## src/rtl/riscv_dbg_pkg.sv

```systemverilog
// rtl/riscv_dbg_pkg.sv - debug controller state encoding and register-file defaults
package riscv_dbg_pkg;

    localparam int DBG_XLEN = 32;
    localparam int DBG_NREG = 32;

    typedef enum logic [2:0] {
        RUN,
        DRAIN,
        HALTED,
        ACCESS,
        STEP
    } dbg_state_t;

endpackage

```

## src/rtl/dbg_ctrl.sv

```systemverilog
// rtl/dbg_ctrl.sv - halt/step/resume control and debug register-file access
// Stops fetch, drains the pipeline, then serves one register request every two cycles.
module dbg_ctrl
    import riscv_dbg_pkg::*;
#(
    parameter int XLEN          = DBG_XLEN,
    parameter int NREG          = DBG_NREG,
    parameter int AW            = $clog2(NREG),
    parameter int DRAIN_CYCLES  = 5,
    parameter int HALT_ON_RESET = 0
) (
    input  logic            clk,
    input  logic            Rst,
    input  logic            hz,
    input  logic            dbg_halt_req,
    input  logic            dbg_resume_req,
    input  logic            dbg_step_req,
    input  logic            dbg_req_valid,
    output logic            dbg_req_ready,
    input  logic            dbg_req_we,
    input  logic [AW-1:0]   dbg_req_addr,
    input  logic [XLEN-1:0] dbg_req_wdata,
    output logic            dbg_rsp_valid,
    output logic [XLEN-1:0] dbg_rsp_rdata,
    output logic            dbg_rsp_err,
    output logic            dbg_halted,
    output logic            fetch_en,
    output logic            rf_dbg_sel,
    output logic [AW-1:0]   rf_dbg_addr,
    output logic            rf_dbg_we,
    output logic [XLEN-1:0] rf_dbg_wdata,
    input  logic [XLEN-1:0] rf_rdata
);

    localparam int CW = (DRAIN_CYCLES > 1) ? $clog2(DRAIN_CYCLES) : 1;
    localparam dbg_state_t RST_STATE = (HALT_ON_RESET != 0) ? HALTED : RUN;

    dbg_state_t      state_q;
    logic [CW-1:0]   cnt_q;
    logic [AW-1:0]   addr_q;
    logic            we_q;
    logic [XLEN-1:0] wdata_q;
    logic            rf_we_q;
    logic            rsp_valid_q;
    logic [XLEN-1:0] rsp_rdata_q;
    logic            rsp_err_q;

    logic req_in_range;
    logic addr_q_in_range;

    // AW may be wider than needed to index NREG, so range checks are done at 32 bits.
    assign req_in_range    = (32'(dbg_req_addr) < 32'(NREG));
    assign addr_q_in_range = (32'(addr_q) < 32'(NREG));

    assign fetch_en      = (state_q == RUN) || (state_q == STEP);
    assign dbg_halted    = (state_q == HALTED) || (state_q == ACCESS);
    assign dbg_req_ready = (state_q == HALTED);
    assign rf_dbg_sel    = dbg_halted;
    assign rf_dbg_addr   = ((state_q == ACCESS) && addr_q_in_range) ? addr_q : '0;
    assign rf_dbg_we     = rf_we_q;
    assign rf_dbg_wdata  = wdata_q;
    assign dbg_rsp_valid = rsp_valid_q;
    assign dbg_rsp_rdata = rsp_rdata_q;
    assign dbg_rsp_err   = rsp_err_q;

    always_ff @(posedge clk) begin
        if (Rst) begin
            state_q     <= RST_STATE;
            cnt_q       <= '0;
            addr_q      <= '0;
            we_q        <= 1'b0;
            wdata_q     <= '0;
            rf_we_q     <= 1'b0;
            rsp_valid_q <= 1'b0;
            rsp_rdata_q <= '0;
            rsp_err_q   <= 1'b0;
        end else begin
            rsp_valid_q <= 1'b0;
            rf_we_q     <= 1'b0;
            case (state_q)
                RUN: begin
                    if (dbg_halt_req) begin
                        state_q <= DRAIN;
                        cnt_q   <= CW'(DRAIN_CYCLES - 1);
                    end
                end
                DRAIN: begin
                    if (cnt_q == '0) begin
                        state_q <= HALTED;
                    end else begin
                        cnt_q <= cnt_q - CW'(1);
                    end
                end
                HALTED: begin
                    if (dbg_req_valid) begin
                        state_q <= ACCESS;
                        addr_q  <= dbg_req_addr;
                        we_q    <= dbg_req_we;
                        wdata_q <= dbg_req_wdata;
                        // x0 is hardwired zero, so its writes never reach the register file.
                        rf_we_q <= dbg_req_we && req_in_range && (|dbg_req_addr);
                    end else if (dbg_step_req) begin
                        state_q <= STEP;
                    end else if (dbg_resume_req && !dbg_halt_req) begin
                        state_q <= RUN;
                    end
                end
                ACCESS: begin
                    state_q     <= HALTED;
                    rsp_valid_q <= 1'b1;
                    rsp_err_q   <= !addr_q_in_range;
                    rsp_rdata_q <= (!we_q && addr_q_in_range && (|addr_q)) ? rf_rdata : '0;
                end
                STEP: begin
                    if (!hz) begin
                        state_q <= DRAIN;
                        cnt_q   <= CW'(DRAIN_CYCLES - 1);
                    end
                end
                default: state_q <= RST_STATE;
            endcase
        end
    end

endmodule
```

## config.mk

```make
export PLATFORM = sky130hd
export DESIGN_NAME = dbg_ctrl
export DESIGN_NICKNAME = d
export VERILOG_FILES = /design/src/rtl/riscv_dbg_pkg.sv /design/src/rtl/dbg_ctrl.sv
export SDC_FILE = /design/constraint.sdc
export NUM_CORES = 1
export LEC_CHECK = 0
export ABC_AREA = 1
export CAP_MARGIN = 20
export CORE_MARGIN = 8
export CORE_UTILIZATION = 29
export CTS_CLUSTER_DIAMETER = 120
export DETAILED_ROUTE_END_ITERATION = 7
export PLACE_DENSITY = 0.7
export SLEW_MARGIN = 0
export SYNTH_ARGS = -nofsm -noshare
export SYNTH_HDL_FRONTEND = slang
export SYNTH_SLANG_ARGS = --single-unit
```

## constraint.sdc

```tcl
create_clock -name clk -period 1.8 [get_ports clk]
set_input_delay 0.36 -clock clk [delete_from_list [all_inputs] [get_ports clk]]
set_output_delay 0.36 -clock clk [all_outputs]
set_load 0.05 [all_outputs]
```

Yosys cells after proc, flatten, opt, wreduce, memory -nomap -nowiden
Cells that the tools add are included.
Widths: inputs -> output; s select.
- eq/ne operators: 9
- shifts and indexed selects: 0
- reduce and logical (&&, ||, !) cells: 16
- bitwise operators: 2
- div/mod/pow operators: 0
- multipliers: 0
- add/sub/neg operators: 1
- magnitude comparators: 0
- multiplexer cells: 14
- operators by type and width (cell ; number):
    $mux 32 ; 1
    $mux 3 ; 9
    $pmux 3 s5 ; 1
    $reduce_or 5->1 ; 2
    $pmux 3 s3 ; 1
    $ne 2x2->1 const B ; 4
    $reduce_and 4->1 ; 2
    $eq 3x2->1 const B ; 2
    $logic_not 3->1 ; 2
    $mux 5 ; 1
    $ne 4x3->1 const B ; 1
    $eq 3x1->1 const B ; 1
    $eq 3x3->1 const B ; 1
    $logic_and 1x1->1 ; 3
    $reduce_bool 3->1 ; 1
    $reduce_or 3->1 ; 1
    $sub 3x1->3 const B ; 1
    $logic_not 1->1 ; 2
    $logic_or 1x1->1 ; 2
    $not 1->1 ; 2
    $reduce_and 2->1 ; 1
    $mux 1 ; 1
- memory bits (read-only): 0
- memory bits (writable): 0
- memories kept: 0
- input port bits: 77
- logic and storage cells: 50
- bits in registers: 78
- output and inout port bits: 76
- latch bits: 0

Depth between registers and ports, before layout
- depth in word-level cells: 6
- depth in mapped cells: 9

Least setup slack after synthesis
No wires, ideal clock.
- kind: reg2out
- from: reg state_q[1]
- to: out dbg_req_ready
- arrival: 1.749 ns
- slack: -0.309 ns
- data required time: 1.440 ns
- cell stages (with the launch flop): 5
- path through: dfxtp_1 -> inv_1 -> nor2_1 -> nand2_1 -> inv_1
- cells in the longest elaborated chain, start to end: 1
- ends and longest elaborated chain (item ; RTL line ; text):
    start: declaration ; dbg_ctrl.sv:38 ; dbg_state_t state_q;
    start signal: assignment ; dbg_ctrl.sv:68 ; state_q <= RST_STATE;
    start signal: assignment ; dbg_ctrl.sv:83 ; state_q <= DRAIN;
    start signal: assignment ; dbg_ctrl.sv:89 ; state_q <= HALTED;
    $eq 3x2->1 ; dbg_ctrl.sv:57 ; assign dbg_req_ready = (state_q == HALTED);
    end: declaration ; dbg_ctrl.sv:19 ; output logic dbg_req_ready,
No other way between the ends.

Worst setup path after layout
- from: reg state_q[0]
- to: out rf_dbg_addr[4]
- cells in the longest elaborated chain, start to end: 2
- ends and longest elaborated chain (item ; RTL line ; text):
    $eq 3x2->1 ; dbg_ctrl.sv:59 ; assign rf_dbg_addr = ((state_q == ACCESS) && addr_q_in_range) ? addr_q : '0;
    $mux 5 ; dbg_ctrl.sv:59 ;
    end: declaration ; dbg_ctrl.sv:29 ; output logic [AW-1:0] rf_dbg_addr,
No other way between the ends.

==> results by group <==
Status
  • Result of the run: finished clean

Power and ir drop
  • Leak: 2.11 nW
  • Total power: just under 5 mW
  • Worst VDD drop: about 450 uV
  • Pwr Density: approximately 1000 mW/mm^2

Timing
  • Setup WS post-layout: 64.4 ps
  • Tcrit/Tclk final: 0.964
  • Final Slew Violations: 0
  • Tmin final: ~1700 ps
  • Setup TNS after final layout: 0 ps
  • Hold WS: about 460 ps
  • Final Hold Vio Count: 0
  • RSZ-0062 raised after global routing: yes
  • Achievable Freq: roughly 580 MHz
  • Fin Clk Skew: approximately 15 ps
  • # setup viols final: 0

Logic synthesis
  • Largest area contributor in the synthesized netlist: dfxtp_1
  • Post-synthesis cell area: just over 0.003 mm^2
  • Synth Register Bits: approximately 80
  • Cells after synthesis: roughly 390
  • Main synth FF type: dfxtp_1
  • Mean Syn Cell Area: between 7 and 8 um^2
  • Post-synth cell types: 26
  • Yosys top cell area share: 0.508
  • Syn nets: between 400 and 500
  • Most common cell in the synthesized netlist: nor2_1
  • Commonest cells in the netlist: 82 x nor2_1, 78 x dfxtp_1, 48 x nand2_1, 42 x o21ai_0, 28 x o21ai_1
  • Post-synth EDFFs: 0
  • Area contributors post-synth: dfxtp_1 51%, nor2_1 10%, o21ai_0 6.8%, nand2_1 5.9%, a21oi_2 5.7%
  • Synth Warn #: 0
  • Seq/Total Area, Yosys: 0.508
  • Async set-reset flop share out of synthesis: 0

Die
  • Core Area: ~0.010 mm^2
  • Starting Density: 0.298
  • Die Y: ~120 um
  • Full die area: between 0.01 and 0.015 mm^2
  • FP Rows: 37
  • Die X-Extent: around 120 um
  • # IOs: 153

Critical path
  • CP required: ~1400 ps
  • Setup CP Type: reg2out
  • Slowest CP cell: dfxtp_4
  • Cell family with most CP delay: flip-flops
  • Crit path cell chain: inv_2 > nor3_4 > inv_4 > nor2_2 > buf_12
  • CP Buf/Inv Count: 3
  • Critical Path AT: 1380 ps
  • CP endpoint kind: output port
  • Slowest Stage Delay on Critical Path: 380 ps
  • Startpoint Class: register
  • Crit Path Max Fanout: 6

Place
  • Number of port buffers: approximately 150
  • DPL Wire Length: 7040 um
  • Routability Congestion: approximately 0.74
  • Pre-CTS WS: 74.5 ps

Clock network
  • CTS tree: built
  • H-tree levels: 3
  • Clock Sinks: 78
  • Clk buf depth: 2
  • Worst-path clk slew: around 70 ps
  • Number of buffers created by CTS: 9
  • Clock root buffer: clkbuf_8
  • Clk_lat worst skew: approximately 340 ps
  • Hold-fix buffers at CTS: 0

Global routing
  • First-pass GRT wire length: 15400 um
  • Total track usage: 0.131
  • Initial antenna violation count: 1
  • Overflow after GRT: 0
  • Vias in the first global route: between 3000 and 4000
  • Largest net degree at the start of global routing: 65

Routing
  • Avg WL per Cell: 14.1 um
  • Vias: 3050
  • Total Wirelength: approximately 9600 um
  • Drt first pass iters: 4
  • Remaining antenna violation count: 0
  • DR iter-0 viols: between 150 and 200
  • Drt via density: about 4.5
  • DRC viols: 0

Finish
  • # fillers: just under 1000
  • Footprint of the multi-input gates: roughly 0.0013 mm^2
  • FF+latch area: ~0.0016 mm^2
  • Final net count: 617
  • Fraction of layout cells with a size suffix above 1: 0.253
  • P&R area growth vs syn: 61.3%
  • # diodes: 0

Run
  • Number of max-cap violations: 0

Hold path
  • Worst min path class: reg2reg
-- state kept, by name (all words and copies together), names as in the netlist --
| name | count |
|---|---|
| addr_q | 5 |
| cnt_q | 3 |
| dbg_rsp_rdata | 32 |
| dbg_rsp_valid | 1 |
| rf_dbg_wdata | 32 |
| rf_dbg_we | 1 |
| state_q | 3 |
| we_q | 1 |
-- worst paths after layout --
| path | from | to | slack, ps | cells after the start |
|---|---|---|---|---|
| setup / recovery | state_q[0]$_SDFFE_PP0P_ | rf_dbg_addr[4] | 60 | 5 |
| hold / removal | we_q$_SDFFE_PP0P_ | we_q$_SDFFE_PP0P_ | 460 | 2 |
| setup reg to reg | state_q[0]$_SDFFE_PP0P_ | dbg_rsp_rdata[25]$_SDFFE_PP0N_ | 370 | 6 |
| hold reg to reg | we_q$_SDFFE_PP0P_ | we_q$_SDFFE_PP0P_ | 460 | 2 |
-- per-stage QoR --
stage	cells	utilization	area, um^2
after floorplan	392	-	3070
after global placement	662	0.451	4650
after detailed placement	662	0.451	4650
after CTS	677	0.478	4930
after global routing	677	0.480	4950
final	677	0.480	4950
-- layout make-up --
cell class,count,share of cell area
flip-flops and latches,78,0.316
inverters,25,0.0194
clock inverters,4,0.0242
multi-input cells,262,0.261
repair buffers,162,0.317
well taps,136,0.0344
clock buffers,10,0.0278
-- cell usage in the layout (no fill, tap or decap) --
cell             count
nand2_1             48
buf_12              13
inv_2                3
inv_4                1
bufinv_16            4
dfxtp_1             75
o21ai_0             42
nor4_1               1
clkdlybuf4s50_1     76
nor3_4               1
a31oi_1              1
buf_4               73
nand3_1              8
or2_2                1
clkbuf_8            10
a21oi_1             22
a21oi_2             20
ha_1                 2
clkinv_1             1
conb_1               1
nor2_1              76
nor2_2               4
nand3_2              1
o21a_1               1
inv_1               20
nand4_1              1
nor3_1               1
nor2_4               3
o21ai_1             28
dfxtp_4              1
dfxtp_2              2
-- cell families after synthesis --
logic type,share of synthesized area
fa+ha+maj,0.00815
buf+inv,0.0827
compound gates,0.211
other cells,0.00122
flops,0.508
simple gates,0.188
-- what timing repair did --
item                                    4_1_cts  5_1_grt
setup buffers                                 1        0
endpoints found under the setup margin        5        5
pin swaps                                     1        1
resized for setup                             8        6
-- report_power, final --
group | internal (mW) | switching, mW
registers | 1.84 | 0.0659
logic | 0.486 | 0.769
clock network | 1.09 | 0.611
-- per-layer routing --
metal	wire, um	vias up	share of wire	GRT usage
met5	12	-	0.0013	0
met4	159	2	0.017	0.0514
met3	650	15	0.068	0.0468
met2	4560	99	0.48	0.220
met1	4170	1376	0.44	0.149
li1	-	1558	-	-
-- worst min-delay path, cell delays in order (launching register included) --
cell     delay [ps]
dfxtp_1         310
nand2_1          60
a21oi_1          50
Power figures use the tool's default switching activity.
